===== config.mk =====
export PLATFORM = sky130hd
export DESIGN_NAME = mcpu_ram_arbctrl
export DESIGN_NICKNAME = d
export VERILOG_FILES = /design/src/rtl/mcpu_ram_pkg.sv /design/src/rtl/mcpu_ram_array.sv /design/src/rtl/mcpu_ram_arbctrl.sv
export SDC_FILE = /design/constraint.sdc
export NUM_CORES = 2
export LEC_CHECK = 0
export ABC_CLOCK_PERIOD_IN_PS = 7400
export BUFFER_PORTS_ARGS = -buffer_cell sky130_fd_sc_hd__clkbuf_2
export CORE_ASPECT_RATIO = 2
export CORE_MARGIN = 2
export CORE_UTILIZATION = 55
export CTS_CLUSTER_SIZE = 20
export DETAILED_ROUTE_END_ITERATION = 12
export PLACE_DENSITY = 0.71
export SKIP_LAST_GASP = 1
export SLEW_MARGIN = 5
export SYNTH_ARGS = -nofsm -noshare
export SYNTH_HDL_FRONTEND = slang
export SYNTH_SLANG_ARGS = --single-unit

===== constraint.sdc =====
create_clock -name clk -period 7.4 [get_ports clk]
set_input_delay 0.74 -clock clk [delete_from_list [all_inputs] [get_ports clk]]
set_output_delay 0.74 -clock clk [all_outputs]
set_load 0.03 [all_outputs]

===== src/rtl/mcpu_ram_pkg.sv =====
// Shared constants and state encoding for the MCPU RAM arbiter/controller.
package mcpu_ram_pkg;

    localparam int DEF_WORD_SIZE    = 16;
    localparam int DEF_ADDR_WIDTH   = 8;
    localparam int DEF_STARVE_LIMIT = 4;

    typedef enum logic {
        S_CLEAR = 1'b0,
        S_RUN   = 1'b1
    } state_t;

endpackage


===== src/rtl/mcpu_ram_array.sv =====
// Single-port synchronous RAM with a registered read port (read-before-write).
module mcpu_ram_array #(
    parameter int WORD_SIZE  = 16,
    parameter int ADDR_WIDTH = 8
) (
    input  logic                  clk,
    input  logic                  we,
    input  logic [ADDR_WIDTH-1:0] addr,
    input  logic [WORD_SIZE-1:0]  wdata,
    output logic [WORD_SIZE-1:0]  rdata
);

    localparam int RAM_SIZE = 2 ** ADDR_WIDTH;

    logic [WORD_SIZE-1:0] r_mem [RAM_SIZE];

    // Array write and registered read on every edge
    always_ff @(posedge clk) begin
        if (we) begin
            r_mem[addr] <= wdata;
        end
        rdata <= r_mem[addr];
    end

endmodule


===== src/rtl/mcpu_ram_arbctrl.sv =====
// Clocked RAM controller sharing one single-port array between the MCPU data
// and instruction-fetch ports, with starvation guard and post-reset clear.
module mcpu_ram_arbctrl
    import mcpu_ram_pkg::*;
#(
    parameter int WORD_SIZE    = DEF_WORD_SIZE,
    parameter int ADDR_WIDTH   = DEF_ADDR_WIDTH,
    parameter int STARVE_LIMIT = DEF_STARVE_LIMIT,
    parameter int INIT_CLEAR   = 1
) (
    input  logic                  clk,
    input  logic                  rst,
    input  logic                  d_req,
    input  logic                  d_we,
    input  logic [ADDR_WIDTH-1:0] d_addr,
    input  logic [WORD_SIZE-1:0]  d_wdata,
    output logic                  d_gnt,
    output logic                  d_rvalid,
    output logic [WORD_SIZE-1:0]  d_rdata,
    input  logic                  i_req,
    input  logic [ADDR_WIDTH-1:0] i_addr,
    output logic                  i_gnt,
    output logic                  i_rvalid,
    output logic [WORD_SIZE-1:0]  i_rdata,
    output logic                  busy
);

    localparam int RAM_SIZE = 2 ** ADDR_WIDTH;
    localparam int CW       = ADDR_WIDTH + 1;
    localparam int SW       = $clog2(STARVE_LIMIT + 1);

    localparam logic [CW-1:0] CLR_LAST   = CW'(RAM_SIZE - 1);
    localparam logic [SW-1:0] STARVE_MAX = SW'(STARVE_LIMIT);
    localparam state_t        RST_STATE  = (INIT_CLEAR != 0) ? S_CLEAR : S_RUN;

    state_t                r_state;
    logic [CW-1:0]         r_clr_cnt;
    logic [SW-1:0]         r_starve;
    logic                  r_d_rvalid;
    logic                  r_i_rvalid;
    logic [WORD_SIZE-1:0]  r_d_hold;
    logic [WORD_SIZE-1:0]  r_i_hold;

    logic                  w_run;
    logic                  w_clearing;
    logic                  w_i_win;
    logic                  w_we;
    logic [ADDR_WIDTH-1:0] w_addr;
    logic [WORD_SIZE-1:0]  w_wdata;
    logic [WORD_SIZE-1:0]  w_mem_rdata;
    logic                  w_d_rv;
    logic                  w_i_rv;

    assign w_run      = (r_state == S_RUN) && !rst;
    assign w_clearing = (r_state == S_CLEAR) && !rst;
    assign w_i_win    = i_req && (!d_req || (r_starve == STARVE_MAX));
    assign d_gnt      = w_run && d_req && !w_i_win;
    assign i_gnt      = w_run && w_i_win;
    assign busy       = (r_state == S_CLEAR);

    // A read granted just before reset must not surface as a valid response
    assign w_d_rv     = r_d_rvalid && !rst;
    assign w_i_rv     = r_i_rvalid && !rst;
    assign d_rvalid   = w_d_rv;
    assign i_rvalid   = w_i_rv;
    assign d_rdata    = w_d_rv ? w_mem_rdata : r_d_hold;
    assign i_rdata    = w_i_rv ? w_mem_rdata : r_i_hold;

    // Array port steering: clear walker, then the granted requester
    always_comb begin
        w_we    = 1'b0;
        w_addr  = d_addr;
        w_wdata = d_wdata;
        if (w_clearing) begin
            w_we    = 1'b1;
            w_addr  = r_clr_cnt[ADDR_WIDTH-1:0];
            w_wdata = '0;
        end else if (i_gnt) begin
            w_addr  = i_addr;
        end else begin
            w_we    = d_gnt && d_we;
        end
    end

    mcpu_ram_array #(
        .WORD_SIZE  (WORD_SIZE),
        .ADDR_WIDTH (ADDR_WIDTH)
    ) u_array (
        .clk   (clk),
        .we    (w_we),
        .addr  (w_addr),
        .wdata (w_wdata),
        .rdata (w_mem_rdata)
    );

    // Clear FSM: walk the whole array once, then run
    always_ff @(posedge clk) begin
        if (rst) begin
            r_state   <= RST_STATE;
            r_clr_cnt <= '0;
        end else begin
            case (r_state)
                S_CLEAR: begin
                    if (r_clr_cnt == CLR_LAST) begin
                        r_state   <= S_RUN;
                        r_clr_cnt <= '0;
                    end else begin
                        r_clr_cnt <= r_clr_cnt + CW'(1);
                    end
                end
                S_RUN:   r_state <= S_RUN;
                default: r_state <= RST_STATE;
            endcase
        end
    end

    // Starvation counter: counts denied fetch cycles, saturating
    always_ff @(posedge clk) begin
        if (rst) begin
            r_starve <= '0;
        end else if (!i_req || i_gnt) begin
            r_starve <= '0;
        end else if (r_starve != STARVE_MAX) begin
            r_starve <= r_starve + SW'(1);
        end else begin
            r_starve <= r_starve;
        end
    end

    // Read-response pipeline and last-value hold registers
    always_ff @(posedge clk) begin
        if (rst) begin
            r_d_rvalid <= 1'b0;
            r_i_rvalid <= 1'b0;
            r_d_hold   <= '0;
            r_i_hold   <= '0;
        end else begin
            r_d_rvalid <= d_gnt && !d_we;
            r_i_rvalid <= i_gnt;
            if (w_d_rv) begin
                r_d_hold <= w_mem_rdata;
            end
            if (w_i_rv) begin
                r_i_hold <= w_mem_rdata;
            end
        end
    end

endmodule


==> summary.md <==
| Metric | Value |
|---|---|
| Hold Path Depth | 3 |
| Via count | 105,000 |
| Async SR Flop Fraction | 0% |
| R2R Path Start | r_state |
| CTS resizes | 0 |
| Fin. max-slew vios | 0 |
| Most frequent cells in the layout | edfxtp_1, nand2_1, and2_1, a311oi_1 |
| #FFs+latches synth | 4,159 |
| Initial antenna violation count | 25 |
| Area of the mapped netlist | ~160,000 µm² |
| Finished Cell Area | about 180,000 µm² |
| Dpl hpwl | about 260,000 µm |
| First-pass GRT wire length | approximately 670,000 µm |
| Drt pass-1 iters | 10 |
| Final hold vios | 0 |
| GRT Total Usage | ~30% |
| # port buffers | 73 |
| RSZ-0062 raised after global routing | no |
| Clk Latency, worst-skew pair | just over 0.9 ns |
| Fraction of layout cells with a size suffix above 1 | between 10 and 15% |
| Tightest Pin Transition | ~1.5 ns |
| DR WL/cell | around 30 µm |
| Crit path DAT | between 6 and 7 ns |
| Max FO, Critical Path | 74 |
| Sink Count | around 4,200 |
| Vias in the first global route | ~98,000 |
| Slowest-stage cell, CP | o41ai_1 |
| Cell Rows | around 280 |
| # setup viols final | 0 |
| Layout Skew | between 0.04 and 0.05 ns |
| Final Cycle Share | 80.8% |
| Number of synthesized flops with an enable pin | 4,096 |
| PwrDens | around 270 nW/µm² |
| Routed Antenna Nets | 0 |
| Root Buffer | clkbuf_16 |
| P&R area growth vs syn | 11.1% |
| Chip height | between 700 and 800 µm |
| CP Cell Sequence | nor2_1 > a211o_1 > o311a_4 > buf_12 > buf_4 > a311oi_1 > o41ai_1 > nand4_1 > a22o_1 > a221o_1 |
| Cell Area, Placed | between 150,000 and 200,000 µm² |
| Rel. slew slack | about 1.5% |
| Clock-pin slew on the worst setup and hold paths | 0.07 ns |
| Final GP Congestion | a little under 0.9 |
| CP Launch Point | r_state |
| Highest Clock Rate | about 170 MHz |
| Worst Path Required | between 8 and 9 ns |
| WS Path Type | register to register |
| Outcome | finished with violations |
| Top_reg_cell synth | edfxtp_1 |
| Final std cells w/o fill | roughly 16,000 |
| Placed cell count | between 10,000 and 15,000 |
| Hold Path Class | primary input to register |
| Post-synthesis cell type count | 48 |
| DIE AREA | 304,000 µm² |
| Maxcap violations | 0 |
| VDD IR max | about 0.00028 V |
| P_leak | 58.9 nW |
| Clk buf depth | 4 |
| Pin count of the biggest net entering global routing | 205 |
| Failing checks | DRC |
| Final Critical Period | 5.98 ns |
| Worst Setup Start Kind | register |
| Depth of the CTS H-tree | 5 |
| Core box area | 298,000 µm² |
| CP endpoint kind | register |
| Drc violations | 1 |
| Most common cell after layout, fill and taps aside | edfxtp_1 |
| Drt via density | 6.73 |
| Ports | 74 |
| CTS tree | built |
| Num CTS Buffers | 355 |
| Layout Nets | between 10,000 and 15,000 |
| Post-synthesis instance total | 11,300 |
| Ys Warns | 0 |
| Initial Utilization | 55.2% |
| R2R depth | 10 |
| Mean post-synth cell area | roughly 15 µm² |
| Setup TNS | 0 ns |
| Initial DRC count | between 15,000 and 20,000 |
| Delay of the slowest cell on the worst path | between 1 and 1.5 ns |
| HP Start | i_req |
| Syn_nets | 11,400 |
| Final wirelength | 466,000 µm |
| Die Wd | between 300 and 400 µm |
| Register area share after synthesis | approximately three quarters |
| Gr ovfl total | 0 |
## cells by family (layout without fill, tap and decap cells)
| group | count (synthesis) | count (layout) | share of synthesized area, % |
|---|---|---|---|
| AOI/OAI and AO/OA | 2612 | 2612 | 12.5 |
| xor gates and xnor gates | 8 | 8 | 0.0426 |
| adders and majority gates | 3 | 3 | 0.0228 |
| buffers and inverters | 944 | 1287 | 2.45 |
| DFF | 4159 | 4159 | 75.6 |
| muxes | 32 | 32 | 0.219 |
| other | 0 | 18 | 0 |
| and+or+nand+nor | 3557 | 3557 | 9.16 |
## registers in the layout, summed over array words and instances, names as in the netlist
signal,cells
r_i_hold,16
r_state,1
r_d_rvalid,1
u_array.r_mem,4096
r_clr_cnt,9
r_starve,3
u_array.rdata,16
r_i_rvalid,1
r_d_hold,16
## stage by stage
stage	power (W)	worst slack [ns]	utilization (%)	hold slack (ns)
after floorplan	0.0290	1.67	-	0.452
after global placement	0.0306	0.817	57.4	0.464
after detailed placement	0.0307	0.975	57.4	0.471
after CTS	0.0491	1.64	61.2	0.135
after global routing	0.0503	1.48	61.2	0.213
final	0.0491	1.42	61.3	0.189
## worst max-delay path, delay by kind of cell (launching register included)
kind / cells / cell delay [ns]
simple gates: 2 / 1.22
compound gates: 6 / 3.15
buf+inv: 2 / 0.88
flops: 1 / 0.46
## final cells by class
cell class	instances	area, µm²
repair buffers	643	5620
clock buffers	446	9450
flip-flops and latches	4159	124000
well taps	3861	4830
clock inverters	192	1990
multi-input cells	6212	36400
diodes	18	45.0
fillers	21300	115000
inverters	6	22.5
## power breakdown
part	internal (W)	switching, W	leakage [nW]
clock network	0.0104	0.00842	5.57
logic	0.00113	0.00318	15.5
registers	0.0259	0.0000927	37.9
## metal layers
layer | GRT usage (%) | vias up | routed length, µm
li1 | - | 44200 | -
met1 | 41.0 | 52300 | 169000
met2 | 45.8 | 7034 | 215000
met3 | 6.10 | 1047 | 56100
met4 | 15.5 | 10 | 26800
met5 | 0 | - | 71
## Yosys cell counts (2+ instances only)
cell type  instances  area [µm²]
a211o_1            2        17.5
a21boi_0          96         721
a21boi_1          33         248
a21oi_1          472        2360
a21oi_2           44         385
a221o_1           16         160
a221oi_1         512        4480
a22o_1            16         140
a22oi_1          256        1920
a311oi_1         513        4490
a31oi_1            4        25.0
a31oi_2            2        25.0
a32oi_1          512        4480
and2_1           532        3330
and3_1             3        18.8
buf_1             94         353
buf_2            196         981
buf_4              2        15.0
buf_6             30         338
clkbuf_1         616        2310
dfxtp_1           63        1260
edfxtp_1        4096      123000
ha_1               3        37.5
inv_1              6        22.5
mux2_2            32         360
nand2_1         2608        9790
nand2b_1           3        18.8
nand3_1            7        35.0
nand3b_1           2        15.0
nand4_1           33         206
nor2_1           281        1050
nor2b_1           41         257
nor3_1             6        30.0
o21ai_0            2        10.0
o41ai_1          128        1120
or3_1              3        18.8
or4_1             33         248
xnor2_1            4        35.0
xor2_1             4        35.0
## repair_timing
action | in CTS | in global routing
hold endpoints to repair | 1 | 0
hold buffers | 1 | 0
buffers inserted | 0 | 0
## final timing paths
check | end | slack, ns
hold / removal | r_starve[0] | 0.19
hold reg to reg | r_clr_cnt[8] | 0.48
setup reg to reg | u_array.rdata[3] | 1.42
setup / recovery | u_array.rdata[3] | 1.42
No activity file was read; power rests on OpenSTA's default activity.
